### src/rtl/shift_pipe_pkg.sv
// Shared shifter definitions: operation encodings and per-stage control bundle.
// SHIFT_PIPE_ROTATE_EN selects whether mode 11 rotates or is flagged illegal.
package shift_pipe_pkg;

  typedef enum logic [1:0] {
    MODE_SLL = 2'b00,
    MODE_SRL = 2'b01,
    MODE_SRA = 2'b10,
    MODE_ROR = 2'b11
  } shift_mode_e;

  // Control fields that travel alongside the data through every stage.
  typedef struct packed {
    logic        vld;
    shift_mode_e mode;
    logic        illegal;
  } stage_ctl_t;

endpackage

### src/rtl/shift_pipe_stage.sv
// One barrel-shifter level: conditionally shifts by SHIFT_BY, then registers.
// Latency 1 cycle; holds all registers while stall is high.
// Rotate wrap logic exists only with SHIFT_PIPE_ROTATE_EN defined.
module shift_pipe_stage
  import shift_pipe_pkg::*;
#(
  parameter int DATA_WIDTH = 32,
  parameter int SHIFT_BY   = 16,
  localparam int SHAMT_WIDTH = $clog2(DATA_WIDTH)
) (
  input  logic                   clk,
  input  logic                   reset,
  input  logic                   stall,
  input  stage_ctl_t             ctl_in,
  input  logic [DATA_WIDTH-1:0]  data_in,
  input  logic [SHAMT_WIDTH-1:0] shamt_in,
  output stage_ctl_t             ctl_out,
  output logic [DATA_WIDTH-1:0]  data_out,
  output logic [SHAMT_WIDTH-1:0] shamt_out
);

  localparam int SEL_BIT = $clog2(SHIFT_BY);

  logic [DATA_WIDTH-1:0] shifted;
  logic [DATA_WIDTH-1:0] data_next;

  // Earlier right-arithmetic levels preserve the sign, so the current MSB
  // is always the original operand MSB.
  always_comb begin
    shifted = data_in;
    unique case (ctl_in.mode)
      MODE_SLL: shifted = data_in << SHIFT_BY;
      MODE_SRL: shifted = data_in >> SHIFT_BY;
      MODE_SRA: shifted = $signed(data_in) >>> SHIFT_BY;
      MODE_ROR: begin
`ifdef SHIFT_PIPE_ROTATE_EN
        shifted = {data_in[SHIFT_BY-1:0], data_in[DATA_WIDTH-1:SHIFT_BY]};
`else
        shifted = '0;
`endif
      end
    endcase
    data_next = shamt_in[SEL_BIT] ? shifted : data_in;
  end

  always_ff @(posedge clk) begin
    if (reset) begin
      ctl_out   <= '0;
      data_out  <= '0;
      shamt_out <= '0;
    end else if (!stall) begin
      ctl_out   <= ctl_in;
      data_out  <= data_next;
      shamt_out <= shamt_in;
    end
  end

endmodule

### src/rtl/shift_pipe.sv
// Pipelined SLL/SRL/SRA/ROR shifter, one register stage per shamt bit (MSB first).
// Latency SHAMT_WIDTH cycles, 1 op/cycle; global stall when out_valid && !out_ready.
// SHIFT_PIPE_ROTATE_EN enables ROR; otherwise mode 11 yields 0 with out_illegal.
module shift_pipe
  import shift_pipe_pkg::*;
#(
  parameter int DATA_WIDTH = 32,
  localparam int SHAMT_WIDTH = $clog2(DATA_WIDTH)
) (
  input  logic                   clk,
  input  logic                   reset,
  input  logic                   in_valid,
  output logic                   in_ready,
  input  logic [DATA_WIDTH-1:0]  in_data,
  input  logic [SHAMT_WIDTH-1:0] in_shamt,
  input  logic [1:0]             in_mode,
  output logic                   out_valid,
  input  logic                   out_ready,
  output logic [DATA_WIDTH-1:0]  out_data,
  output logic                   out_illegal
);

  stage_ctl_t             ctl   [SHAMT_WIDTH+1];
  logic [DATA_WIDTH-1:0]  data  [SHAMT_WIDTH+1];
  logic [SHAMT_WIDTH-1:0] shamt [SHAMT_WIDTH+1];
  logic                   stall;
  logic                   in_illegal;
  logic                   unused_tail;

`ifdef SHIFT_PIPE_ROTATE_EN
  assign in_illegal = 1'b0;
`else
  assign in_illegal = (in_mode == MODE_ROR);
`endif

  assign stall    = out_valid && !out_ready;
  assign in_ready = !stall;

  // An unsupported op enters as zero so every level just passes zero along.
  assign ctl[0].vld     = in_valid;
  assign ctl[0].mode    = shift_mode_e'(in_mode);
  assign ctl[0].illegal = in_illegal;
  assign data[0]        = in_illegal ? '0 : in_data;
  assign shamt[0]       = in_shamt;

  for (genvar k = 0; k < SHAMT_WIDTH; k++) begin : g_stage
    shift_pipe_stage #(
      .DATA_WIDTH (DATA_WIDTH),
      .SHIFT_BY   (1 << (SHAMT_WIDTH - 1 - k))
    ) u_stage (
      .clk       (clk),
      .reset     (reset),
      .stall     (stall),
      .ctl_in    (ctl[k]),
      .data_in   (data[k]),
      .shamt_in  (shamt[k]),
      .ctl_out   (ctl[k+1]),
      .data_out  (data[k+1]),
      .shamt_out (shamt[k+1])
    );
  end

  assign out_valid   = ctl[SHAMT_WIDTH].vld;
  assign out_data    = data[SHAMT_WIDTH];
  assign out_illegal = ctl[SHAMT_WIDTH].illegal;

  assign unused_tail = ^{ctl[SHAMT_WIDTH].mode, shamt[SHAMT_WIDTH]};

endmodule

### config.mk
export PLATFORM = sky130hd
export DESIGN_NAME = shift_pipe
export DESIGN_NICKNAME = d
export VERILOG_FILES = /design/src/rtl/shift_pipe_pkg.sv /design/src/rtl/shift_pipe_stage.sv /design/src/rtl/shift_pipe.sv
export SDC_FILE = /design/constraint.sdc
export NUM_CORES = 1
export LEC_CHECK = 0
export CORE_MARGIN = 2
export CORE_UTILIZATION = 54
export CTS_BUF_LIST = sky130_fd_sc_hd__clkbuf_8
export DETAILED_ROUTE_END_ITERATION = 10
export GPL_TIMING_DRIVEN = 0
export PLACE_DENSITY = 0.78
export SYNTH_ARGS = -nofsm -noshare
export SYNTH_HDL_FRONTEND = slang
export SYNTH_SLANG_ARGS = --single-unit
### constraint.sdc
create_clock -name clk -period 1.4 [get_ports clk]
set_input_delay 0.28 -clock clk [delete_from_list [all_inputs] [get_ports clk]]
set_output_delay 0.28 -clock clk [all_outputs]
set_load 0.05 [all_outputs]
==> results by group, run 1 <==
Outcome
  • Outcome: complete, but fails checks
  • Failing checks: setup timing

Placement
  • Port bufs: 76
  • Detail Placement HPWL: 20900 µm
  • Post-place setup slack: -1.17 ns
  • RD Place Congestion: 0.946

Power and ir drop
  • Clock power share: 35.8%
  • Leak: 4.86 nW
  • PD cells: 888 mW/mm²
  • VDD IR-drop max: 0.647 mV
  • Net Sw Frac: 28.7%
  • P_sw: 3.42 mW
  • Comb power frac: 14.8%
  • Pint: 8.49 mW
  • Share of power burned in registers: 49.4%

Global routing
  • Initial antenna violation count: 0
  • Gr usage total: 31.6%
  • Gr ovfl total: 0
  • Vias in the first global route: 8278
  • Pin count of the biggest net entering global routing: 17
  • First-pass GRT wire length: 44400 µm

Route
  • Avg WL per Cell: 25.0 µm
  • 1st-pass router iterations: 7
  • Routed vias: 10100
  • Vias per cell: 6.85
  • ANT nets after route: 0
  • DRC: 0
  • 1st-iter DRT viols: 1163
  • Final wirelength: 37000 µm

Cells and area
  • Fin nets: 1291
  • Multi-input gate area: 0.00581 mm²
  • Sequential cell area: 0.00378 mm²
  • Fraction of layout cells with a size suffix above 1: 36.1%
  • ANT cells: 0
  • Syn-to-layout area delta: 46.2%
  • Layout fillers: 966

STA
  • Slew Viols, Final: 0
  • Hold slack: 0.318 ns
  • Final setup fails: 217
  • RSZ-0062 raised after global routing: yes
  • Worst-Margin Slew: 0.979 ns
  • Fmax: 0.537 GHz
  • Tcrit/Tclk final: 133%
  • Max-Slew Margin vs Limit: 34.8%
  • Final WS setup: -0.461 ns
  • Final hold violation count: 0
  • Fin Clk Skew: 0.0228 ns
  • Fin crit period: 1.86 ns

Die
  • Chip height: 134 µm
  • Site row count: 47
  • Io pins: 78
  • Placeable Area: 0.0166 mm²
  • Die width: 134 µm
  • Starting Density: 55.3%
  • DIE AREA: 0.0180 mm²

Worst setup path
  • Critical Path AT: 1.58 ns
  • R2R Setup Slk: -0.41 ns
  • Critical path buffers and inverters: 5
  • Crit path max-delay cell type: dfxtp_4
  • Critical path's largest stage delay: 0.36 ns
  • FF-to-FF Start: g_stage[1].u_stage.shamt_out[2]
  • CP most frequent cell: buf_12
  • Delay-heaviest family, CP: buffers and inverters
  • Critical path class: flip-flop to output pin
  • Worst r2r path cells: 4
  • Crit path max fanout: 2
  • Critical Path Sink Type: output pin
  • CP startpoint kind: flip-flop
  • WP data required: 1.12 ns
  • CP cell instances: nor2b_4, buf_6, inv_6, buf_8, buf_12, buf_12
  • FF-to-FF End: g_stage[2].u_stage.data_out[29]

Logic synthesis
  • Post-Syn Instances: 1106
  • Yosys warns: 0
  • Syn_nets: 1149
  • Synthesized cell area: 0.00917 mm²
  • Post-synthesis register bit count: 188
  • Post-synthesis sequential area ratio: 41.1%
  • Synth cell types: 35
  • Synthesized area per cell: 8.29 µm²

Worst hold path
  • Hold_sp: in_valid
  • Worst Hold Class: input port to flip-flop
  • Hold EP: g_stage[0].u_stage.ctl_out[3]
  • Hold Path Stages: 3

CTS
  • Clock tree buffer depth: 2
  • TritonCTS Buffers: 17
  • H-Tree Level Count: 4
  • Hold_buf cts: 0
  • Reg clk slew, reported paths: 0.10 ns
  • CTS root buf: clkbuf_8
  • CTS tree: done
  • Clk sink count: 188
  • Clock latency on the worst-skew pair: 0.52 ns

Flow run
  • Total of max-cap violations: 0
[cells in the final DEF, fill, tap and decap left out, drive strengths merged, types with 17 or more instances in the layout]
| master | netlist | routed |
|---|---|---|
| clkdlybuf4s50 | 0 | 39 |
| nand2 | 132 | 132 |
| clkbuf | 40 | 65 |
| a21oi | 50 | 50 |
| buf | 100 | 173 |
| inv | 68 | 72 |
| dfxtp | 188 | 188 |
| nor3 | 55 | 55 |
| nor2 | 131 | 131 |
| nor2b | 17 | 17 |
| a211oi | 40 | 40 |
| o21ai | 47 | 47 |
| a221oi | 158 | 158 |
[worst max path at each step]
stage | start | end | slack [ns] | cells after the start
floorplan | g_stage[4].u_stage.ctl_out[3] | g_stage[1].u_stage.data_out[6] | -0.01 | 6
global placement | out_ready | in_ready | -1.17 | 7
detailed placement | out_ready | in_ready | -1.17 | 7
CTS | g_stage[4].u_stage.ctl_out[3] | in_ready | -0.41 | 6
global route | g_stage[4].u_stage.ctl_out[3] | in_ready | -0.46 | 6
finish | g_stage[4].u_stage.ctl_out[3] | in_ready | -0.46 | 6
[power by group through the flow]
stage | Combinational (mW) | Sequential (mW) | Clock (mW)
2_1_floorplan | 0.863 | 5.80 | 0
3_3_place_gp | 1.24 | 5.88 | 0
3_5_place_dp | 1.25 | 5.89 | 0
4_1_cts | 1.33 | 5.77 | 4.16
5_1_grt | 1.85 | 5.89 | 4.39
6_report | 1.76 | 5.89 | 4.26
[timing repair]
item	4_1_cts	5_1_grt
pin swaps	0	77
endpoints found under the hold margin	0	0
endpoints found under the setup margin	223	209
buffers inserted	7	24
gates cloned	1	16
gates resized for setup	332	360
[flip-flops by register name (all words and copies together) (netlist names)]
name	count
g_stage.u_stage.ctl_out	18
g_stage.u_stage.data_out	160
g_stage.u_stage.shamt_out	10
[per-layer routing]
layer	wire length [µm]	track usage (%)
met1	13200	39.3
met2	17300	52.2
met3	3780	5.82
met4	2720	16.6
met5	0	0
[through the flow]
stage | cell area (µm²) | cells | power (mW) | TNS, ns | util [%]
floorplan | 9180 | 1106 | 6.66 | -0.156 | -
global placement | 10200 | 1402 | 7.12 | -99.93 | 61.6
detailed placement | 10200 | 1402 | 7.14 | -101.89 | 61.6
CTS | 11100 | 1441 | 11.3 | -28.56 | 67.0
global route | 13400 | 1480 | 12.1 | -52.21 | 80.8
finish | 13400 | 1480 | 11.9 | -45.27 | 80.8
[cells by family (layout without fill, tap and decap cells)]
| family | Yosys count | count (layout) | share of synthesized area (%) |
|---|---|---|---|
| AOI/OAI and AO/OA | 352 | 352 | 30.0 |
| and+or+nand+nor | 342 | 342 | 15.9 |
| buffers and inverters | 208 | 362 | 11.3 |
| DFF | 188 | 188 | 41.1 |
| muxes | 12 | 12 | 1.31 |
| xor gates and xnor gates | 4 | 4 | 0.382 |
[worst register-to-register path: cells and delay by family, from the launching register on]
| kind | cells | cell delay, ns |
|---|---|---|
| flip-flops | 1 | 0.39 |
| AO/OA/AOI/OAI | 2 | 0.52 |
| buffers and inverters | 2 | 0.82 |
[synth_stat cells (all sizes together)]
cell type	count	area (µm²)
dfxtp	188	3760
a221oi	158	1520
nand2	132	495
nor2	131	524
buf	100	628
inv	68	255
nor3	55	280
a21oi	50	254
o21ai	47	235
a211oi	40	300
clkbuf	40	150
nor2b	17	106
a22oi	16	120
o22ai	16	100
a2bb2oi	14	123
mux2i	12	120
o221ai	7	61.3
nand2b	4	32.5
xnor2	4	35.0
nand3b	2	15.0
o211ai	2	15.0
a31oi	1	21.3
nand3	1	5.00
o22a	1	8.76
[final cells by class]
type                            instances  area share (%)
Clock buffer                           17            1.75
Tap cell                              220            2.05
Clock inverter                         14            1.62
Sequential cell                       188            28.2
Buffer                                139            9.69
Inverter                               68            1.97
Multi-Input combinational cell        710            43.4
Timing Repair Buffer                  124            11.4
(Power assumes the default switching activity.)
==> inputs of run 2 (changes only) <==
CORE_UTILIZATION = 55   (was 54)
SYNTH_HIERARCHICAL = 1   (was default)
==> run 2 against run 1 <==
Net effect:
- the flow still finishes with violations (setup timing)
- non-clock buffer count up 3
- combinational power up 14%
- via count up 17%
- critical path depth up 1
- sequential share of layout area down 3.2 points
- synthesized cell count up 21%
- area after synthesis up 21%
- critical endpoint is now g_stage[3].u_stage/data_out[23]
- highest routed layer unchanged
==> results by group, run 2 <==
STA
  • Fmax: 0.577 GHz
  • Worst-Margin Slew: 0.828 ns
  • Max-Slew Margin vs Limit: 44.8%
  • Final WS setup: -0.334 ns
  • Fin crit period: 1.73 ns
  • Slew Viols, Final: 0
  • Fin Clk Skew: 0.0147 ns
  • Tcrit/Tclk final: 124%
  • Final setup fails: 180
  • Final hold violation count: 0
  • RSZ-0062 raised after global routing: yes

Die
  • Die width: 146 µm
  • DIE AREA: 0.0214 mm²
  • Starting Density: 55.5%
  • Io pins: 78
  • Placeable Area: 0.0200 mm²
  • Site row count: 52
  • Chip height: 146 µm

Placement
  • Port bufs: 76
  • Detail Placement HPWL: 25000 µm
  • RD Place Congestion: 0.966
  • Post-Place Cells: 1683
  • Cell Area, Placed: 0.0123 mm²

Worst hold path
  • Hold_sp: in_shamt[4]
  • Worst Hold Class: input port to flip-flop

Worst setup path
  • CP startpoint kind: flip-flop
  • Critical path class: flip-flop to flip-flop
  • FF-to-FF Start: g_stage[4].u_stage/ctl_out[3]
  • WP data required: 1.78 ns
  • Critical Path AT: 2.11 ns
  • Critical Path Sink Type: flip-flop
  • Crit path max fanout: 6
  • CP Launch Point: g_stage[4].u_stage/ctl_out[3]

Route
  • 1st-iter DRT viols: 1746
  • Avg WL per Cell: 23.5 µm
  • Routed vias: 11900
  • 1st-pass router iterations: 6
  • Vias per cell: 6.72
  • ANT nets after route: 0
  • Final wirelength: 41500 µm
  • DRC: 0

Power and ir drop
  • VDD IR-drop max: 0.684 mV
  • Leak: 5.11 nW
  • PD cells: 766 mW/mm²

Cells and area
  • Number of flip-flops in the largest register: 160
  • Fraction of layout cells with a size suffix above 1: 36.1%
  • Final Cell Area: 0.0152 mm²
  • Most frequent cells in the layout: dfxtp_1, nand2_1, a21oi_1
  • Fin nets: 1528
  • Commonest non-fill, non-tap cell in the layout: dfxtp_1
  • Largest register by flop count: g_stage.u_stage/data_out
  • Syn-to-layout area delta: 36.2%
  • ANT cells: 0
  • Post-route core utilization: 75.6%
  • Largest regs: g_stage.u_stage/data_out (160), g_stage.u_stage/ctl_out (18), g_stage.u_stage/shamt_out (10)
  • Post-route non-filler standard cell count: 1767

Logic synthesis
  • Yosys warns: 6
  • Synthesized cell area: 0.0111 mm²
  • Syn_nets: 1380
  • Synthesized area per cell: 8.32 µm²
  • Post-Syn Instances: 1337

CTS
  • Clock latency on the worst-skew pair: 0.49 ns
  • Reg clk slew, reported paths: 0.11 ns
  • Clk sink count: 188
  • H-Tree Level Count: 4
  • CTS root buf: clkbuf_8
  • TritonCTS Buffers: 17
  • CTS tree: done
  • Clock tree buffer depth: 2
  • Hold_buf cts: 0

Global routing
  • Gr usage total: 33.0%
  • Pin count of the biggest net entering global routing: 19
  • First-pass GRT wire length: 56700 µm
  • Gr ovfl total: 0
  • Vias in the first global route: 10300
  • Initial antenna violation count: 0

Outcome
  • Failing checks: setup timing
  • Outcome: complete, but fails checks

Flow run
  • Total of max-cap violations: 0
[run 2: metrics by stage]
step                total power, mW  hold slack [ns]  setup WS (ns)  setup TNS [ns]
CTS                            11.2            0.168         -0.147           -7.80
detailed placement             7.51            0.461          -1.22         -129.17
floorplan                      6.96            0.360        -0.0853           -2.32
global placement               7.47            0.457          -1.19         -125.52
finish                         11.6            0.184         -0.334          -18.75
global route                   11.9            0.187         -0.335          -27.64
[run 2: metal layers]
layer  global-route usage, %  up-vias  routed length (µm)
li1                        -     5107                   -
met1                    47.4     5600               16400
met2                    50.1     1000               18400
met3                    6.94      176                5210
met4                    9.27        0                1450
met5                       0        -                   0
[run 2: where the power goes]
part / internal [mW] / switching, mW / leakage (nW)
registers: 5.55 / 0.347 / 1.54
logic: 0.874 / 1.14 / 3.37
clock network: 1.47 / 2.23 / 0.198
[run 2: cell type report]
class / instances / area (µm²)
plain buffers: 132 / 1270
clock buffers: 17 / 234
clock inverters: 14 / 158
fillers: 1337 / 4880
inverters: 89 / 344
multi-input cells: 923 / 7490
flip-flops and latches: 188 / 3790
well taps: 270 / 338
repair buffers: 134 / 1530
[run 2: repair_timing]
| item | 4_1_cts | 5_1_grt |
|---|---|---|
| gates cloned | 10 | 9 |
| pin swaps | 67 | 69 |
| setup buffers | 15 | 27 |
| gates resized for setup | 423 | 274 |
| setup endpoints to repair | 223 | 214 |
[run 2: path summary, 6_finish.rpt]
check	endpoint	slack [ns]	depth (start not counted)
min	g_stage[0].u_stage/data_out[3]	0.18	3
max	g_stage[3].u_stage/data_out[23]	-0.33	7
max reg2reg	g_stage[3].u_stage/data_out[23]	-0.33	7
min reg2reg	g_stage[4].u_stage/data_out[23]	0.48	2
[run 2: critical path, stage by stage (launching register included)]
cell	delay, ns
dfxtp_4	0.36
nor2b_4	0.30
buf_6	0.18
buf_12	0.12
nand2b_4	0.17
buf_4	0.12
a221oi_2	0.04
nor3_1	0.33
==> inputs of run 3 (changes only) <==
CTS_CLUSTER_DIAMETER = 40   (was default)
==> results of run 3 <==
Final layout, timing and power as in run 2 (identical DEF).
